## src/rtl/mc_seq_ctrl.sv

```systemverilog
// mc_seq_ctrl -- multi-cycle IF/ID/EX/MEM/WB sequencer for the RV32I datapath.
// Owns state sequencing, the shared memory handshake, the request timeout,
// the sticky trap flag and the retired-instruction counter. Per-instruction
// ALU/extension decode lives in the separate combinational decoder.
//
// Ports:
//   clk, rst            rising-edge clock, synchronous active-high reset
//   Op, Funct3, Zero    opcode/funct3 from IR, ALU branch-taken flag
//   mem_ready           memory completes the current request this cycle
//   MemReq, MemWrite    memory request valid / request is a write
//   AddrSel             memory address: 0 = PC, 1 = ALU result
//   IRWrite, PCWrite    IR latch enable / PC update enable
//   NPCOp               000 PLUS4, 001 BRANCH, 010 JUMP, 100 JALR
//   RegWrite, WDSel     regfile write enable / write data 00 ALU 01 MEM 10 PC+4
//   state               current state encoding
//   instr_done          one-cycle retire pulse
//   instr_cnt           retired-instruction count (wraps)
//   trap                sticky illegal-opcode / bus-timeout flag
module mc_seq_ctrl #(
  parameter int unsigned MEM_TIMEOUT = 15,
  parameter int unsigned CNT_W       = 32
) (
  input  logic             clk,
  input  logic             rst,
  input  logic [6:0]       Op,
  input  logic [2:0]       Funct3,
  input  logic             Zero,
  input  logic             mem_ready,
  output logic             MemReq,
  output logic             MemWrite,
  output logic             AddrSel,
  output logic             IRWrite,
  output logic             PCWrite,
  output logic [2:0]       NPCOp,
  output logic             RegWrite,
  output logic [1:0]       WDSel,
  output logic [2:0]       state,
  output logic             instr_done,
  output logic [CNT_W-1:0] instr_cnt,
  output logic             trap
);

  localparam logic [2:0] S_IF   = 3'd0;
  localparam logic [2:0] S_ID   = 3'd1;
  localparam logic [2:0] S_EX   = 3'd2;
  localparam logic [2:0] S_MEM  = 3'd3;
  localparam logic [2:0] S_WB   = 3'd4;
  localparam logic [2:0] S_TRAP = 3'd7;

  localparam logic [6:0] OP_RTYPE  = 7'b0110011;
  localparam logic [6:0] OP_ITYPE  = 7'b0010011;
  localparam logic [6:0] OP_LOAD   = 7'b0000011;
  localparam logic [6:0] OP_STORE  = 7'b0100011;
  localparam logic [6:0] OP_BRANCH = 7'b1100011;
  localparam logic [6:0] OP_JAL    = 7'b1101111;
  localparam logic [6:0] OP_JALR   = 7'b1100111;
  localparam logic [6:0] OP_LUI    = 7'b0110111;
  localparam logic [6:0] OP_AUIPC  = 7'b0010111;

  localparam logic [7:0] TIMEOUT_LIM = 8'(MEM_TIMEOUT);

  logic [2:0]       state_q, state_d;
  logic [7:0]       wait_q, wait_d;
  logic [CNT_W-1:0] cnt_q, cnt_d;

  logic       mem_req, mem_write, addr_sel, ir_write, pc_write, reg_write, done;
  logic [2:0] npc_op;
  logic [1:0] wd_sel;
  logic       is_load, is_store, is_branch, is_jal, is_jalr, legal, timeout;

  // Funct3 is intentionally unread: the branch condition arrives resolved on Zero.
  logic unused_funct3;
  assign unused_funct3 = ^Funct3;

  assign is_load   = (Op == OP_LOAD);
  assign is_store  = (Op == OP_STORE);
  assign is_branch = (Op == OP_BRANCH);
  assign is_jal    = (Op == OP_JAL);
  assign is_jalr   = (Op == OP_JALR);
  assign legal     = (Op == OP_RTYPE) || (Op == OP_ITYPE) || is_load || is_store ||
                     is_branch || is_jal || is_jalr || (Op == OP_LUI) || (Op == OP_AUIPC);
  // Ready in the limit cycle still completes, so timeout needs !mem_ready.
  assign timeout   = (wait_q >= TIMEOUT_LIM) && !mem_ready;

  always_comb begin
    state_d   = state_q;
    mem_req   = 1'b0;
    mem_write = 1'b0;
    addr_sel  = 1'b0;
    ir_write  = 1'b0;
    pc_write  = 1'b0;
    npc_op    = 3'b000;
    reg_write = 1'b0;
    wd_sel    = 2'b00;
    done      = 1'b0;
    case (state_q)
      S_IF: begin
        mem_req = 1'b1;
        if (mem_ready) begin
          ir_write = 1'b1;
          state_d  = S_ID;
        end else if (timeout) begin
          state_d = S_TRAP;
        end
      end
      S_ID: state_d = legal ? S_EX : S_TRAP;
      S_EX: begin
        if (is_branch) begin
          pc_write = 1'b1;
          npc_op   = Zero ? 3'b001 : 3'b000;
          done     = 1'b1;
          state_d  = S_IF;
        end else if (is_load || is_store) begin
          state_d = S_MEM;
        end else begin
          state_d = S_WB;
        end
      end
      S_MEM: begin
        mem_req   = 1'b1;
        addr_sel  = 1'b1;
        mem_write = is_store;
        if (mem_ready) begin
          if (is_store) begin
            pc_write = 1'b1;
            done     = 1'b1;
            state_d  = S_IF;
          end else begin
            state_d = S_WB;
          end
        end else if (timeout) begin
          state_d = S_TRAP;
        end
      end
      S_WB: begin
        reg_write = 1'b1;
        pc_write  = 1'b1;
        done      = 1'b1;
        wd_sel    = is_load ? 2'b01 : ((is_jal || is_jalr) ? 2'b10 : 2'b00);
        npc_op    = is_jal ? 3'b010 : (is_jalr ? 3'b100 : 3'b000);
        state_d   = S_IF;
      end
      S_TRAP:  state_d = S_TRAP;
      default: state_d = S_TRAP;
    endcase

    wait_d = wait_q;
    if ((state_d != state_q) && ((state_d == S_IF) || (state_d == S_MEM)))
      wait_d = '0;
    else if (mem_req && !mem_ready)
      wait_d = wait_q + 8'd1;

    cnt_d = cnt_q + CNT_W'(done);
  end

  always_ff @(posedge clk) begin
    if (rst) begin
      state_q <= S_IF;
      wait_q  <= '0;
      cnt_q   <= '0;
    end else begin
      state_q <= state_d;
      wait_q  <= wait_d;
      cnt_q   <= cnt_d;
    end
  end

  // Every output is held at zero while reset is asserted.
  assign MemReq     = mem_req   & ~rst;
  assign MemWrite   = mem_write & ~rst;
  assign AddrSel    = addr_sel  & ~rst;
  assign IRWrite    = ir_write  & ~rst;
  assign PCWrite    = pc_write  & ~rst;
  assign NPCOp      = rst ? '0 : npc_op;
  assign RegWrite   = reg_write & ~rst;
  assign WDSel      = rst ? '0 : wd_sel;
  assign state      = rst ? '0 : state_q;
  assign instr_done = done & ~rst;
  assign instr_cnt  = rst ? '0 : cnt_q;
  assign trap       = (state_q == S_TRAP) & ~rst;

endmodule

```

## config.mk

```make
export PLATFORM = sky130hd
export DESIGN_NAME = mc_seq_ctrl
export DESIGN_NICKNAME = d
export VERILOG_FILES = /design/src/rtl/mc_seq_ctrl.sv
export SDC_FILE = /design/constraint.sdc
export NUM_CORES = 1
export LEC_CHECK = 0
export BUFFER_PORTS_ARGS = -buffer_cell sky130_fd_sc_hd__buf_2
export CAP_MARGIN = 20
export CORE_AREA = 2 2 72 74
export CTS_CLUSTER_DIAMETER = 30
export DETAILED_ROUTE_END_ITERATION = 8
export DIE_AREA = 0 0 74 76
export PLACE_DENSITY_LB_ADDON = 0.2
export SKIP_LAST_GASP = 1
export SLEW_MARGIN = 5
export SYNTH_ARGS = -nofsm -noshare
export SYNTH_HDL_FRONTEND = slang
export SYNTH_SLANG_ARGS = --single-unit
```

## constraint.sdc

```tcl
create_clock -name clk -period 3.7 [get_ports clk]
set_input_delay 0.37 -clock clk [delete_from_list [all_inputs] [get_ports clk]]
set_output_delay 0.37 -clock clk [all_outputs]
set_load 0.03 [all_outputs]
```

==> flow_metrics.tcl <==
set metrics [dict create \
    design_area_mm2 0.00288 \
    holdPathStages 2 \
    grt_max_degree 47 \
    synthXorXnorAreaFrac_pct 12.1 \
    full_die_area_mm2 0.00562 \
    clock_power_share_pct 25.6 \
    finClkSkew_ns 0.00944 \
    synth_fp_nets 318 \
    total_global_routing_overflow 0 \
    track_usage_pct 17.7 \
    worstMarginPinSlew_ns 0.556 \
    route.detailed.vias_per_inst 5.02 \
    hold_viol_final 0 \
    cts_tree "done" \
    io_buffer_count 58 \
    power.leakage_nw 1.24 \
    via_count_of_the_first_global_routing_pass 1848 \
    drc 0 \
    initial_utilization_pct 50.1 \
    place_area_mm2 0.00278 \
    ys_top_cells_by_count "sky130_fd_sc_hd__nor2_1 (48), sky130_fd_sc_hd__dfxtp_1 (43), sky130_fd_sc_hd__nor2b_1 (36)" \
    fillerInstances 471 \
    yosys-mux-area-fraction_pct 0.407 \
    die_h_um 76 \
    net-switching-power_w 0.000455 \
    wl_per_cell_um 11.1 \
    synth_seq_cells 43 \
    relSlewSlack_pct 62.7 \
    critical_path.max_fanout 11 \
    internal_power_w 0.000822 \
    netSwitchingFraction_pct 35.6 \
    timing.setup.critical_path_class "flop to flop" \
    clk_root_buf "sky130_fd_sc_hd__clkbuf_8" \
    finalNetCount 373 \
    asyncSetResetFlopFracSynth_pct 0 \
    worst_path_largest_cell_delay_ns 0.59 \
    dominantRegCellSynth "sky130_fd_sc_hd__dfxtp_1" \
    critical_path_arrival_ns 3.08 \
    finalSetupViolCount 0 \
    min_from "cnt_q[31]" \
    r2r_end "cnt_q[28]" \
    synth-edff-count 0 \
    synth.top_cell.area_share_pct 35.0 \
    post-synth-top-count-cell "sky130_fd_sc_hd__nor2_1" \
    design.portCount 62 \
    r2r_start "state_q[1]" \
    netlist_top_cells_area "sky130_fd_sc_hd__dfxtp_1 (35%), sky130_fd_sc_hd__nor2b_1 (9.1%), sky130_fd_sc_hd__xor2_1 (8.9%), sky130_fd_sc_hd__nor2_1 (7.3%), sky130_fd_sc_hd__nand2_1 (3.5%)" \
    antenna-diode-count 0 \
    routed-via-count 2145 \
    clock_latency_of_the_later_clocked_register_in_the_worst_skew_pair_ns 0.29 \
    yosys_warnings 0 \
    min_delay_worst_endpoint "cnt_q[31]" \
    first_pass_grt_wire_length_um 8110 \
    clock_sinks 43 \
    dieWidth_um 74 \
    largest_family_of_logic_cells_by_synthesized_area "simple AND/OR/NAND/NOR gates" \
    first_iter_violations 75 \
    place_congestion 0.775 \
    postRouteWirelength_um 4750 \
    seq_area_frac_synth_pct 35.0 \
    setup.reg_to_reg.worst_slack_ns 0.79 \
    power.density_cell_area_mw_per_mm2 443 \
    cts.hold.buffers_added 0 \
    core-area_mm2 0.00491 \
    synthDominantAreaCellType "sky130_fd_sc_hd__dfxtp_1" \
    run_status "completed" \
    unrepaired_setup_endpoints_after_global_routing "false" \
    synth_cells 301 \
    synth_simple_gate_area_share_pct 37.7 \
    netlist_area_mm2 0.00246 \
    path_cells "nand2_1 -> o31ai_1 -> ha_1 -> ha_1 -> and4_1 -> nand4_1 -> nor2_1 -> nand4_1 -> xor2_1 -> nor2_1" \
    finalCritPeriodShare_pct 78.6 \
    finalWorstPathRequiredPeriod_ns 2.91 \
    synth_compound_gate_area_share_pct 9.25 \
    postCtsResizedCells 0 \
    max_cap_violations 0 \
    detailed_place_hpwl_um 3510 \
    adder_cell_area_share_of_the_yosys_netlist_pct 1.52 \
    max_freq_ghz 0.344 \
    cp_data_required_time_ns 3.87 \
    worst_path_max_delay_cell "sky130_fd_sc_hd__dfxtp_1" \
    fraction_of_layout_cells_with_a_size_suffix_above_1_pct 23.8 \
    combinationalPowerShare_pct 32.6 \
    rows 26 \
    grt_antenna_before_repair 0 \
    post-cts-setup-buffers 0 \
    synth_cell_type_count 54 \
    max-vdd-ir-drop_v 0.000230 \
    cts_buf_count 5 \
    hold_class "flop to flop" \
    worstRegToRegCells 10 \
    sequentialPowerShare_pct 41.8 \
    drt-pass1-iter-count 5 \
    average_instance_area_after_synthesis_um2 8.18 \
    critical_path.endpoint_type "flop" \
    cts.path.max_buffers 2 \
    cp-start-kind "flop" \
    cts.htree.levels 2 \
    clk_pin_slew_ns 0.08 \
    postRouteAntennaNets 0 \
    slew_violations 0 \
    area_growth_pct 17.0 \
    setup_total_negative_slack_ns 0 \
]
-- kinds of logic (layout without fill, tap and decap cells) --
| logic type | Yosys count | after routing |
|---|---|---|
| AOI/OAI and AO/OA | 29 | 29 |
| xor gates and xnor gates | 34 | 34 |
| adders and majority gates | 3 | 3 |
| buffers and inverters | 18 | 74 |
| DFF | 43 | 43 |
| muxes | 1 | 1 |
| and+or+nand+nor | 173 | 173 |
-- metal layers --
layer	global-route usage (%)	up-vias	wire length, um	part of all wire (%)
met5	0	-	0	0
met4	5.45	0	41	0.86
met3	3.84	4	227	4.8
met2	28.2	55	2160	46
met1	23.9	961	2310	49
li1	-	1125	-	-
-- power by group through the flow --
stage	combinational, W	sequential (W)	clock [W]
after floorplan	0.000371	0.000518	0
after global placement	0.000416	0.000543	0
after detailed placement	0.000420	0.000542	0
after CTS	0.000423	0.000532	0.000340
after global routing	0.000467	0.000540	0.000353
final	0.000416	0.000533	0.000327
-- cells in the final DEF, fill, tap and decap left out, types with 2 or more instances in the layout --
cell type and count:
sky130_fd_sc_hd__nand4_1 11, sky130_fd_sc_hd__inv_1 6, sky130_fd_sc_hd__nor2b_1 36, sky130_fd_sc_hd__xnor2_1 9, sky130_fd_sc_hd__a31oi_1 3, sky130_fd_sc_hd__and2_1 6, sky130_fd_sc_hd__buf_2 58, sky130_fd_sc_hd__nor2_1 48
sky130_fd_sc_hd__or3_1 6, sky130_fd_sc_hd__o21ai_0 6, sky130_fd_sc_hd__ha_1 3, sky130_fd_sc_hd__xor2_1 25, sky130_fd_sc_hd__nand3_1 8, sky130_fd_sc_hd__or2_2 2, sky130_fd_sc_hd__nand2_1 23, sky130_fd_sc_hd__nor3b_1 2
sky130_fd_sc_hd__and3_2 2, sky130_fd_sc_hd__dfxtp_1 43, sky130_fd_sc_hd__buf_4 2, sky130_fd_sc_hd__nand2b_1 3, sky130_fd_sc_hd__nand3b_1 2, sky130_fd_sc_hd__clkbuf_8 7, sky130_fd_sc_hd__and3_1 3, sky130_fd_sc_hd__a21oi_1 5
sky130_fd_sc_hd__nor3_1 5, sky130_fd_sc_hd__and4_1 6
-- cell type report --
type	count	area [um2]	area share [%]
multi-input combinational	240	1500	52.1
timing repair buffer	60	305	10.6
tap	70	87.6	3.04
inverter	6	22.5	0.782
clock buffer	7	96.3	3.34
sequential	43	861	29.9
clock inverter	1	7.51	0.261
-- worst max-delay path, delay by kind of cell, from the launching register on --
kind            cells  cell delay (ns)
xor+xnor            1             0.16
flops               1             0.59
simple gates        6             1.28
fa+ha+maj           2             0.46
compound gates      1             0.31
-- state kept, by name, indices dropped and copies added, names as in the netlist --
name     cells
state_q      3
wait_q       8
cnt_q       32
-- through the flow --
stage                     std cells  total power [W]  worst slack [ns]  util [%]  hold WS, ns
after floorplan                 301         0.000888              1.15         -        0.458
after global placement          419         0.000959             0.593      56.5        0.487
after detailed placement        419         0.000963             0.605      56.5        0.495
after CTS                       427          0.00129             0.762      58.7        0.514
after global routing            427          0.00136             0.475      58.7        0.550
final                           427          0.00128             0.792      58.7        0.505
-- how the worst max path moves through the flow --
stage	from	endpoint	slack (ns)	cells past startpoint
after floorplan	state_q[0]	cnt_q[26]	1.15	13
after global placement	Op[4]	cnt_q[28]	0.59	12
after detailed placement	Op[4]	cnt_q[28]	0.61	12
after CTS	state_q[1]	cnt_q[28]	0.76	10
after global routing	state_q[1]	cnt_q[28]	0.47	10
final	state_q[1]	cnt_q[28]	0.79	10
No activity file was read; power rests on OpenSTA's default activity.
